## src/rtl/multicycle_add_sub_if.sv

```systemverilog
// Operand/result handshake bundle for the chunk-serial adder.
// slave = adder side, master = ALU operand/writeback side.
interface multicycle_add_sub_if #(
   parameter int WIDTH = 32
) ();
   logic             i_valid;
   logic             o_ready;
   logic [WIDTH-1:0] i_a;
   logic [WIDTH-1:0] i_b;
   logic             i_cin;
   logic             i_sub;
   logic             o_valid;
   logic             i_ready;
   logic [WIDTH-1:0] o_sum;
   logic             o_cout;
   logic             o_ovf;
   logic             o_zero;

   modport slave (
      input  i_valid, i_a, i_b, i_cin, i_sub, i_ready,
      output o_ready, o_valid, o_sum, o_cout, o_ovf, o_zero
   );

   modport master (
      output i_valid, i_a, i_b, i_cin, i_sub, i_ready,
      input  o_ready, o_valid, o_sum, o_cout, o_ovf, o_zero
   );
endinterface

```

## src/rtl/multicycle_add_sub.sv

```systemverilog
// Chunk-serial add/subtract: CHUNK bits per clock through a
// registered carry, result and flags held until consumed.
module multicycle_add_sub #(
   parameter int WIDTH = 32,
   parameter int CHUNK = 8
) (
   input  logic                 clk,
   input  logic                 rst_n,
   multicycle_add_sub_if.slave  bus
);
   localparam int NUM_CHUNKS = WIDTH / CHUNK;
   localparam int IW = (NUM_CHUNKS > 1) ? $clog2(NUM_CHUNKS) : 1;

   generate
      if (CHUNK < 1 || (WIDTH % CHUNK) != 0) begin : g_bad_cfg
         $error("multicycle_add_sub: WIDTH must be a multiple of CHUNK");
      end
   endgenerate

   typedef enum logic [1:0] {
      IDLE,
      RUN,
      DONE
   } state_t;

   state_t           state;
   logic [WIDTH-1:0] a_q;
   logic [WIDTH-1:0] b_q;
   logic [WIDTH-1:0] res_q;
   logic [WIDTH-1:0] res_nxt;
   logic [WIDTH-1:0] sum_q;
   logic [IW-1:0]    idx_q;
   logic             carry_q;
   logic             ready_q;
   logic             valid_q;
   logic             cout_q;
   logic             ovf_q;
   logic             zero_q;

   logic [CHUNK-1:0] a_c;
   logic [CHUNK-1:0] b_c;
   logic [CHUNK-1:0] s_c;
   logic             c_out;
   logic             c_msb;
   logic             last;

   always_comb begin
      a_c = a_q[idx_q*CHUNK +: CHUNK];
      b_c = b_q[idx_q*CHUNK +: CHUNK];
      {c_out, s_c} = {1'b0, a_c} + {1'b0, b_c}
                   + {{CHUNK{1'b0}}, carry_q};
      // carry into the chunk's top bit, recovered from its sum bit
      c_msb = s_c[CHUNK-1] ^ a_c[CHUNK-1] ^ b_c[CHUNK-1];
      res_nxt = res_q;
      res_nxt[idx_q*CHUNK +: CHUNK] = s_c;
      last = (idx_q == IW'(NUM_CHUNKS - 1));
   end

   always_ff @(posedge clk or negedge rst_n) begin
      if (!rst_n) begin
         state   <= IDLE;
         a_q     <= '0;
         b_q     <= '0;
         res_q   <= '0;
         sum_q   <= '0;
         idx_q   <= '0;
         carry_q <= 1'b0;
         ready_q <= 1'b1;
         valid_q <= 1'b0;
         cout_q  <= 1'b0;
         ovf_q   <= 1'b0;
         zero_q  <= 1'b0;
      end else begin
         unique case (state)
            IDLE: begin
               if (bus.i_valid) begin
                  a_q     <= bus.i_a;
                  b_q     <= bus.i_sub ? ~bus.i_b : bus.i_b;
                  carry_q <= bus.i_sub ^ bus.i_cin;
                  idx_q   <= '0;
                  ready_q <= 1'b0;
                  state   <= RUN;
               end
            end
            RUN: begin
               res_q   <= res_nxt;
               carry_q <= c_out;
               idx_q   <= idx_q + 1'b1;
               if (last) begin
                  sum_q   <= res_nxt;
                  cout_q  <= c_out;
                  ovf_q   <= c_msb ^ c_out;
                  zero_q  <= (res_nxt == '0);
                  valid_q <= 1'b1;
                  state   <= DONE;
               end
            end
            DONE: begin
               if (bus.i_ready) begin
                  valid_q <= 1'b0;
                  ready_q <= 1'b1;
                  state   <= IDLE;
               end
            end
            default: state <= IDLE;
         endcase
      end
   end

   assign bus.o_ready = ready_q;
   assign bus.o_valid = valid_q;
   assign bus.o_sum   = sum_q;
   assign bus.o_cout  = cout_q;
   assign bus.o_ovf   = ovf_q;
   assign bus.o_zero  = zero_q;
endmodule

```

## src/flat_wrapper.sv

```systemverilog
// flat-port wrapper written by rule: the top's interface ports become plain ports
module multicycle_add_sub_flat 
#(
   parameter int WIDTH = 32,
   parameter int CHUNK = 8
)
  (clk, rst_n, bus_i_valid, bus_i_a, bus_i_b, bus_i_cin, bus_i_sub, bus_i_ready, bus_o_ready, bus_o_valid, bus_o_sum, bus_o_cout, bus_o_ovf, bus_o_zero);
  multicycle_add_sub_if #(.WIDTH(WIDTH)) bus_i ();
  input  logic clk;
  input  logic rst_n;
  input wire logic [$bits(bus_i.i_valid)-1:0] bus_i_valid;
  input wire logic [$bits(bus_i.i_a)-1:0] bus_i_a;
  input wire logic [$bits(bus_i.i_b)-1:0] bus_i_b;
  input wire logic [$bits(bus_i.i_cin)-1:0] bus_i_cin;
  input wire logic [$bits(bus_i.i_sub)-1:0] bus_i_sub;
  input wire logic [$bits(bus_i.i_ready)-1:0] bus_i_ready;
  output wire logic [$bits(bus_i.o_ready)-1:0] bus_o_ready;
  output wire logic [$bits(bus_i.o_valid)-1:0] bus_o_valid;
  output wire logic [$bits(bus_i.o_sum)-1:0] bus_o_sum;
  output wire logic [$bits(bus_i.o_cout)-1:0] bus_o_cout;
  output wire logic [$bits(bus_i.o_ovf)-1:0] bus_o_ovf;
  output wire logic [$bits(bus_i.o_zero)-1:0] bus_o_zero;
  assign bus_i.i_valid = bus_i_valid;
  assign bus_i.i_a = bus_i_a;
  assign bus_i.i_b = bus_i_b;
  assign bus_i.i_cin = bus_i_cin;
  assign bus_i.i_sub = bus_i_sub;
  assign bus_i.i_ready = bus_i_ready;
  assign bus_o_ready = bus_i.o_ready;
  assign bus_o_valid = bus_i.o_valid;
  assign bus_o_sum = bus_i.o_sum;
  assign bus_o_cout = bus_i.o_cout;
  assign bus_o_ovf = bus_i.o_ovf;
  assign bus_o_zero = bus_i.o_zero;
  multicycle_add_sub #(.WIDTH(WIDTH), .CHUNK(CHUNK)) u_core (.clk(clk), .rst_n(rst_n), .bus(bus_i));
endmodule
```

## config.mk

```make
export PLATFORM = sky130hd
export DESIGN_NAME = multicycle_add_sub_flat
export DESIGN_NICKNAME = d
export VERILOG_FILES = /design/src/rtl/multicycle_add_sub_if.sv /design/src/rtl/multicycle_add_sub.sv /design/src/flat_wrapper.sv
export SDC_FILE = /design/constraint.sdc
export NUM_CORES = 1
export LEC_CHECK = 0
export CAP_MARGIN = 30
export CORE_UTILIZATION = 49
export DETAILED_ROUTE_END_ITERATION = 6
export PLACE_DENSITY = 0.77
export SLEW_MARGIN = 40
export SYNTH_ARGS = -nofsm -noshare
export SYNTH_HDL_FRONTEND = slang
export SYNTH_SLANG_ARGS = --single-unit
```

## constraint.sdc

```tcl
create_clock -name clk -period 3.65 [get_ports clk]
set_input_delay 0.5475 -clock clk [delete_from_list [all_inputs] [get_ports clk]]
set_output_delay 0.5475 -clock clk [all_outputs]
set_load 0.02 [all_outputs]
```

# Word level (Yosys, flattened, before mapping)
# Cells that the tools add are included.
# word_totals
register_bits	138
elab_cells	58
input_bits	70
out_inout_bits	37
# op_classes
n_reduce_logical	11
n_eq_ne	6
addsub	4
bitwise_logic	5
n_shift	4
muxes	16
# ops
cell	count
32-bit by 6-bit indexed part select with 8-bit output	2
5-bit negator with 34-bit output	1
8-bit by 34-bit variable shift with 32-bit output (first input constant)	1
8-bit by 34-bit indexed part select with 32-bit output	1
32-bit bitwise mux	1
32-bit logical NOT	1
32-bit 2-to-1 mux	1
32-bit NOT	1
8-bit by 8-bit adder with 9-bit output	1
9-bit by 1-bit adder with 9-bit output	1
3-bit AND reduction	3
2-bit 2-to-1 mux	4
1-bit case mux with 2 select lines	3
2-bit case mux with 3 select lines	1
2-bit AND reduction	3
2-bit nonzero test	3
1-bit 2-to-1 mux	5
2-bit equality test (second input constant)	2
2-bit != test (second input constant)	2
2-bit case mux with 2 select lines	1
1-bit bitwise XOR	4
2-bit by 1-bit adder with 2-bit output (second input constant)	1
2-bit by 1-bit equality test with 1-bit output (second input constant)	1
2-bit logical NOT	1
2-bit by 1-bit != test with 1-bit output (second input constant)	1

# Depth between registers and ports, before layout
# Gate-level depths: netlist of run 1.
# logic_depth
word_depth	6
ltp_mapped	13
ltp_nobuf	9

# Worst setup path before layout of run 1
# Ideal clock, no wire load.
# synth_path
path_kind	reg-to-reg
startpoint	reg u_core.idx_q[0]
endpoint	reg u_core.zero_q (netlist: u_core.bus.o_zero)
path_slack_ps	-291
path_stages_with_launch	13
setup_time_ps	68
t_arrival_ps	3873
n_path_buf	3
period_less_slack_ps	3941
cell_sequence	dfrtp_1 buf_2 buf_2 mux4_2 fa_1 fa_1 a211o_1 and4b_1 or3_1 buf_6 a2111oi_4 and4_1 a32o_1
# synth_between
elab_chain_len	6
elab_cells_between_ends	11
cone_classes	add/sub: 3; eq/ne: 1; shift: 4; mux: 1; reduce/logical: 2
# synth_rtl
element	line_no	rtl
start: declaration	multicycle_add_sub.sv:32	logic [IW-1:0] idx_q;
start signal: assignment	multicycle_add_sub.sv:88	idx_q <= idx_q + 1'b1;
32-bit by 6-bit indexed part select with 8-bit output (on tied branches)	multicycle_add_sub.sv:48, multicycle_add_sub.sv:49	
8-bit by 8-bit adder with 9-bit output	multicycle_add_sub.sv:50	{c_out, s_c} = {1'b0, a_c} + {1'b0, b_c}
9-bit by 1-bit adder with 9-bit output	multicycle_add_sub.sv:51	+ {{CHUNK{1'b0}}, carry_q};
8-bit by 34-bit indexed part select with 32-bit output	multicycle_add_sub.sv:55	res_nxt[idx_q*CHUNK +: CHUNK] = s_c;
32-bit bitwise mux	multicycle_add_sub.sv:55	
32-bit logical NOT	multicycle_add_sub.sv:93	zero_q <= (res_nxt == '0);
end signal: assignment	multicycle_add_sub.sv:93	
end: declaration	multicycle_add_sub.sv:38	logic zero_q;
# Parallel ways exist; a longest one is shown, timed or not.
# A chain may end at the register's enable or synchronous reset.

# Final worst setup path of run 1
# Same ends and word-level chain as after synthesis.

==> results.yml, run 1 <==
clock_network:
  ctsResizeCount: 0
  cts_buffers: 17
  cts_tree: "yes"
  cts_setup_buffers: 0
  cts_root_buf: "clkbuf_16"
  cts.sinks: 138
  htreeDepth: 4
  path_clk_slew_ps: 50
  cts_buffer_depth: 2
  clock_latency_ps: 430
  hold_buffers: 0
synth:
  syn_inst: 678
  ys_ff_latch: 138
  netlist_area_um2: 6790
  avgSynthCellArea_um2: 10.0
  synth_top_area_share: 0.505
  synth_seq_area_share: 0.509
  yosysTopAreaCell: "dfrtp_1"
  netlist_top_cells_area: "dfrtp_1 50%, nand2_1 9.8%, o21ai_0 5.8%, mux4_2 5.3%, xnor2_1 4.6%"
  synth-edff-count: 0
  syn_nets: 763
  synth_warnings: 0
  ys.flop_type: "dfrtp_1"
  yosysUniqueCellTypes: 60
  synthArstFlopShare: 1.00
floorplanning:
  rows: 42
  initial_core_util: 0.507
  fp.dieH_um: 120
  dieArea_um2: 14300
  die_w_um: 120
  core_area_um2: 13400
  io_pins: 107
grt:
  grt_overflow: 0
  antenna_found_initial: 0
  grt_pass1_wl_mm: 26.7
  grt_pass1_vias: 5337
  grt.total_usage: 0.242
  grt_max_degree: 101
detailed_routing:
  vias_per_cell: 5.48
  vias: 5319
  postRouteAntennaNets: 0
  wl_per_cell_um: 16.5
  drt_iter0_markers: 387
  drc: 0
  finalWirelength_mm: 16.0
  firstDrtPassIters: 5
setup_path:
  crit_path_max_fanout: 5
  timing.rr.start: "u_core.idx_q[0]"
  critPathMaxStageDelay_ps: 540
  critPathCaptureType: "register"
  crit_slowest_cell: "mux4_2"
  required_ps: 4010
  crit_type: "register to register"
  arrival_ps: 3810
  startpoint_type: "register"
  crit_chain: "mux4_2 -> fa_2 -> fa_1 -> a211o_1 -> and4b_1 -> or3_4 -> a2111oi_4 -> and4_1 -> a32o_1"
  startpoint: "u_core.idx_q[0]"
layout:
  design_area_um2: 8640
  n_antenna_cell: 0
  syn2layout_area_growth_pct: 27.2
  drive_above_1_share: 0.110
  nets: 869
power:
  power_mw: 9.33
  leakagePower_nw: 3.84
  ir_worst_vdd_mv: 0.621
  p_per_area_nw_per_um2: 1080
timing:
  rsz0062_at_grt: "false"
  final_period_minus_worst_setup_slack_ps: 3450
  fin_crit_sh: 0.946
  timing.fmax_mhz: 290
  whs_ps: 160
  hold_viol_final: 0
  worst_pin_slew_ps: 765
  setup_viol: 0
  slew_viol_final: 0
  relSlewSlack: 0.490
  fin_skew_ps: 5.58
  fin_setup_tns_ps: 0
place:
  gp_congestion: 0.846
  portBuffers: 106
  placed_area_um2: 8090
  dpl.hpwl_mm: 11.6
job:
  drv_cap: 0
outcome:
  status: "completed"
worst_hold_path:
  hp-class: "input port to async pin"
## worst max-delay path: cells and delay by family, from the launching register on
kind	cells	cell delay, ps
compound gates	3	800
mux	1	540
simple gates	3	820
flops	1	410
fa+ha+maj	2	820
## placed cells by master, fill, tap and decap left out, types with 3 or more instances in the layout
master           instances
a211oi_1                 3
a21oi_1                 25
a22o_1                  23
a22oi_1                 12
a41oi_1                  3
buf_4                   28
clkbuf_1                 4
clkbuf_16               17
clkbuf_8                 6
clkdlybuf4s50_1        104
dfrtp_1                136
ha_1                    13
inv_1                    7
mux4_2                  16
nand2_1                177
nand2b_1                 5
nand3_1                  6
nor2_1                  10
nor2b_1                 20
nor3_1                   7
o21ai_0                 78
o22ai_1                  3
or2_2                    3
xnor2_1                 36
## cell type report
type                    instances  area [µm²]
repair buffers                133        1270
flip-flops and latches        138        3460
inverters                       7        26.3
clock inverters                 2        10.0
clock buffers                  27         523
well taps                     176         220
fillers                      1054        4760
multi-input cells             487        3140
## synthesized netlist by cell type (6+ instances only)
master / number
a21oi_1: 25
a22o_1: 23
a22oi_1: 12
clkbuf_1: 37
dfrtp_1: 137
ha_1: 13
inv_1: 7
mux4_2: 16
nand2_1: 177
nand3_1: 6
nor2_1: 11
nor2b_1: 20
nor3_1: 7
o21ai_0: 78
xnor2_1: 36
## sequential cells by signal (all words and copies together) (netlist names)
name / flops
u_core.res_q: 32
u_core.a_q: 32
u_core.bus.o_zero: 1
u_core.state: 2
u_core.bus.o_cout: 1
u_core.bus.o_ready: 1
u_core.b_q: 32
u_core.bus.o_ovf: 1
u_core.carry_q: 1
u_core.bus.o_valid: 1
u_core.bus.o_sum: 32
u_core.idx_q: 2
## report_power, final
part	total, mW	leakage, nW	internal (mW)	switching (mW)
registers	2.56	1.79	2.16	0.406
clock network	1.55	0.265	0.962	0.589
logic	5.22	1.78	2.25	2.97
## worst paths after layout
check / end / slack [ps] / cells past startpoint
setup / recovery: u_core.bus.o_zero / 200 / 9
setup reg to reg: u_core.bus.o_zero / 200 / 9
hold / removal: u_core.bus.o_sum[5] / 160 / 1
hold reg to reg: u_core.a_q[23] / 470 / 2
max in group asynchronous: u_core.b_q[5] / 2710 / 2
min in group clk: u_core.a_q[23] / 470 / 2
## layer usage
metal,up-vias,global-route usage,part of all wire
li1,2556,-,-
met1,2575,0.312,0.45
met2,158,0.402,0.49
met3,30,0.0461,0.041
met4,0,0.0992,0.022
met5,-,0,0
## kinds of logic (layout without fill, tap and decap cells)
family	count (synthesis)	in the layout	share of synthesized area
flip-flops	138	138	0.509
AND/OR/NAND/NOR	244	244	0.158
adder cells (fa/ha/maj)	15	15	0.0299
buffers and inverters	53	169	0.0317
multiplexers	19	19	0.0577
AO/OA/AOI/OAI	171	171	0.163
XOR/XNOR	38	38	0.0511
## per-stage QoR
stage / utilization / setup slack, ps / cells
after floorplan: - / 1.58 / 678
after global placement: 0.604 / 141 / 941
after detailed placement: 0.604 / 57.8 / 941
after CTS: 0.644 / 48.8 / 970
after global routing: 0.645 / 43.7 / 970
final: 0.645 / 196 / 970
(Power assumes the default switching activity.)
==> run 2, diff against run 1 <==
--- a/config.mk
+++ b/config.mk
@@ -7,4 +7,5 @@
 export LEC_CHECK = 0
 export CAP_MARGIN = 30
+export CORE_MARGIN = 10
 export CORE_UTILIZATION = 49
 export DETAILED_ROUTE_END_ITERATION = 6
==> constraint.sdc (replaced) <==
create_clock -name clk -period 3.65 [get_ports clk]
set_input_delay 0.73 -clock clk [delete_from_list [all_inputs] [get_ports clk]]
set_output_delay 0.73 -clock clk [all_outputs]
set_load 0.02 [all_outputs]
==> run 2 against run 1 <==
  * Sequential power about the same
  * Clock skew increased by 0.64 ps
  * Final cell count increased by 0.10%
  * Global-route usage decreased by 5.5 points
  * Critical path depth unchanged
  * Total power increased by 1.7%
  * Sequential cell count unchanged
  * Highest routed layer unchanged
==> results.yml, run 2 (synthesized netlist as in run 1, its figures left out) <==
timing:
  setup_viol: 0
  fin_crit_sh: 0.956
  hold_viol_final: 0
  timing.fmax_mhz: 287
  fin_setup_tns_ps: 0
  rsz0062_at_grt: "false"
  fin_skew_ps: 6.22
  slew_viol_final: 0
  relSlewSlack: 0.533
  worst_pin_slew_ps: 700
  final_period_minus_worst_setup_slack_ps: 3490
detailed_routing:
  finalWirelength_mm: 17.1
  wl_met2_mm: 8.26
  wl_met3_mm: 1.21
  drc: 0
  vias_per_cell: 5.52
  vias: 5358
  firstDrtPassIters: 6
  wl_per_cell_um: 17.6
  drt_iter0_markers: 524
  postRouteAntennaNets: 0
  routed.top_layer: "met4"
  met1Wirelength_mm: 7.16
clock_network:
  clock_latency_ps: 420
  hold_buffers: 0
  cts_tree: "yes"
  cts_buffers: 17
  cts.sinks: 138
  cts_setup_buffers: 0
  cts_buffer_depth: 2
  htreeDepth: 4
  cts_root_buf: "clkbuf_16"
  path_clk_slew_ps: 50
power:
  p_per_area_nw_per_um2: 1100
  p_clk_frac: 0.171
  ir_worst_vdd_mv: 0.589
  p_int_mw: 5.42
  p_sw_mw: 4.07
  switching_share: 0.429
  leakagePower_nw: 3.85
  p_seq_frac: 0.271
  pwr-share-comb: 0.558
place:
  gp_congestion: 0.877
  portBuffers: 106
  dpl.hpwl_mm: 12.5
worst_hold_path:
  hp-class: "input port to async pin"
floorplanning:
  core_area_um2: 13400
  dieArea_um2: 19000
  initial_core_util: 0.507
  rows: 42
  fp.dieH_um: 138
  die_w_um: 138
  io_pins: 107
setup_path:
  crit_type: "register to register"
  startpoint_type: "register"
  crit_path_max_fanout: 4
  critPathCaptureType: "register"
  arrival_ps: 3850
  required_ps: 4010
grt:
  grt_pass1_vias: 5473
  grt_overflow: 0
  grt_max_degree: 86
  grt.total_usage: 0.187
  antenna_found_initial: 0
  grt_pass1_wl_mm: 28.0
layout:
  seqCellArea_um2: 3460
  multiInputGateArea_um2: 3140
  final.fill_count: 1073
  nets: 867
  fin_util: 0.646
  drive_above_1_share: 0.112
  syn2layout_area_growth_pct: 27.6
  layout_commonest_cell: "nand2_1"
  final_cell_mix: "177 x nand2_1, 136 x dfrtp_1, 104 x clkdlybuf4s50_1"
  n_antenna_cell: 0
outcome:
  status: "completed"
job:
  drv_cap: 0
## run 2: final timing paths
check	startpoint	endpoint	slack (ps)	cells past startpoint
setup / recovery	u_core.idx_q[0]	u_core.bus.o_zero	160	9
max in group asynchronous	rst_n	u_core.bus.o_ready	2540	2
min in group clk	u_core.bus.o_sum[9]	u_core.bus.o_sum[9]	480	2
setup reg to reg	u_core.idx_q[0]	u_core.bus.o_zero	160	9
hold reg to reg	u_core.bus.o_sum[9]	u_core.bus.o_sum[9]	480	2
hold / removal	rst_n	u_core.bus.o_sum[4]	340	1
## run 2: worst max-delay path: stages (launching register included)
cell       delay, ps
dfrtp_2          410
mux4_2           540
fa_2             400
fa_1             430
a211o_1          330
and4b_1          190
or3_4            410
a2111oi_4        340
and4_1           220
a32o_1           150
## run 2: power groups by stage
stage	combinational [mW]	sequential [mW]	clock [mW]
6_report	5.30	2.57	1.62
5_1_grt	5.77	2.64	1.71
4_1_cts	5.23	2.57	1.64
3_5_place_dp	5.20	2.58	0
3_3_place_gp	5.07	2.55	0
2_1_floorplan	3.24	2.62	0
## run 2: metal layers
metal	global-route usage	up-vias
li1	-	2565
met1	0.237	2557
met2	0.296	201
met3	0.0528	35
met4	0.0776	0
met5	0	-
## run 2: area by class of cell
class                      count  area share
clock buffer                  24      0.0568
clock inverter                 8     0.00780
inverter                       7     0.00303
multi-input combinational    487       0.362
sequential                   138       0.399
tap                          176      0.0254
timing repair buffer         131       0.146
## run 2: timing repair
item,in CTS,in global routing
endpoints found under the setup margin,0,1
hold endpoints to repair,0,0
gates resized for setup,0,3
## run 2: through the flow
stage               instance area (µm²)  worst slack [ps]  total power, mW  hold slack, ps  std cells
floorplan                          6810              1.58             5.86             434        678
global placement                   8090               157             7.63             453        939
detailed placement                 8090              96.4             7.78             463        939
CTS                                8650              67.2             9.44             389        971
global route                       8660              78.3             10.1             396        971
finish                             8660               161             9.49             339        971
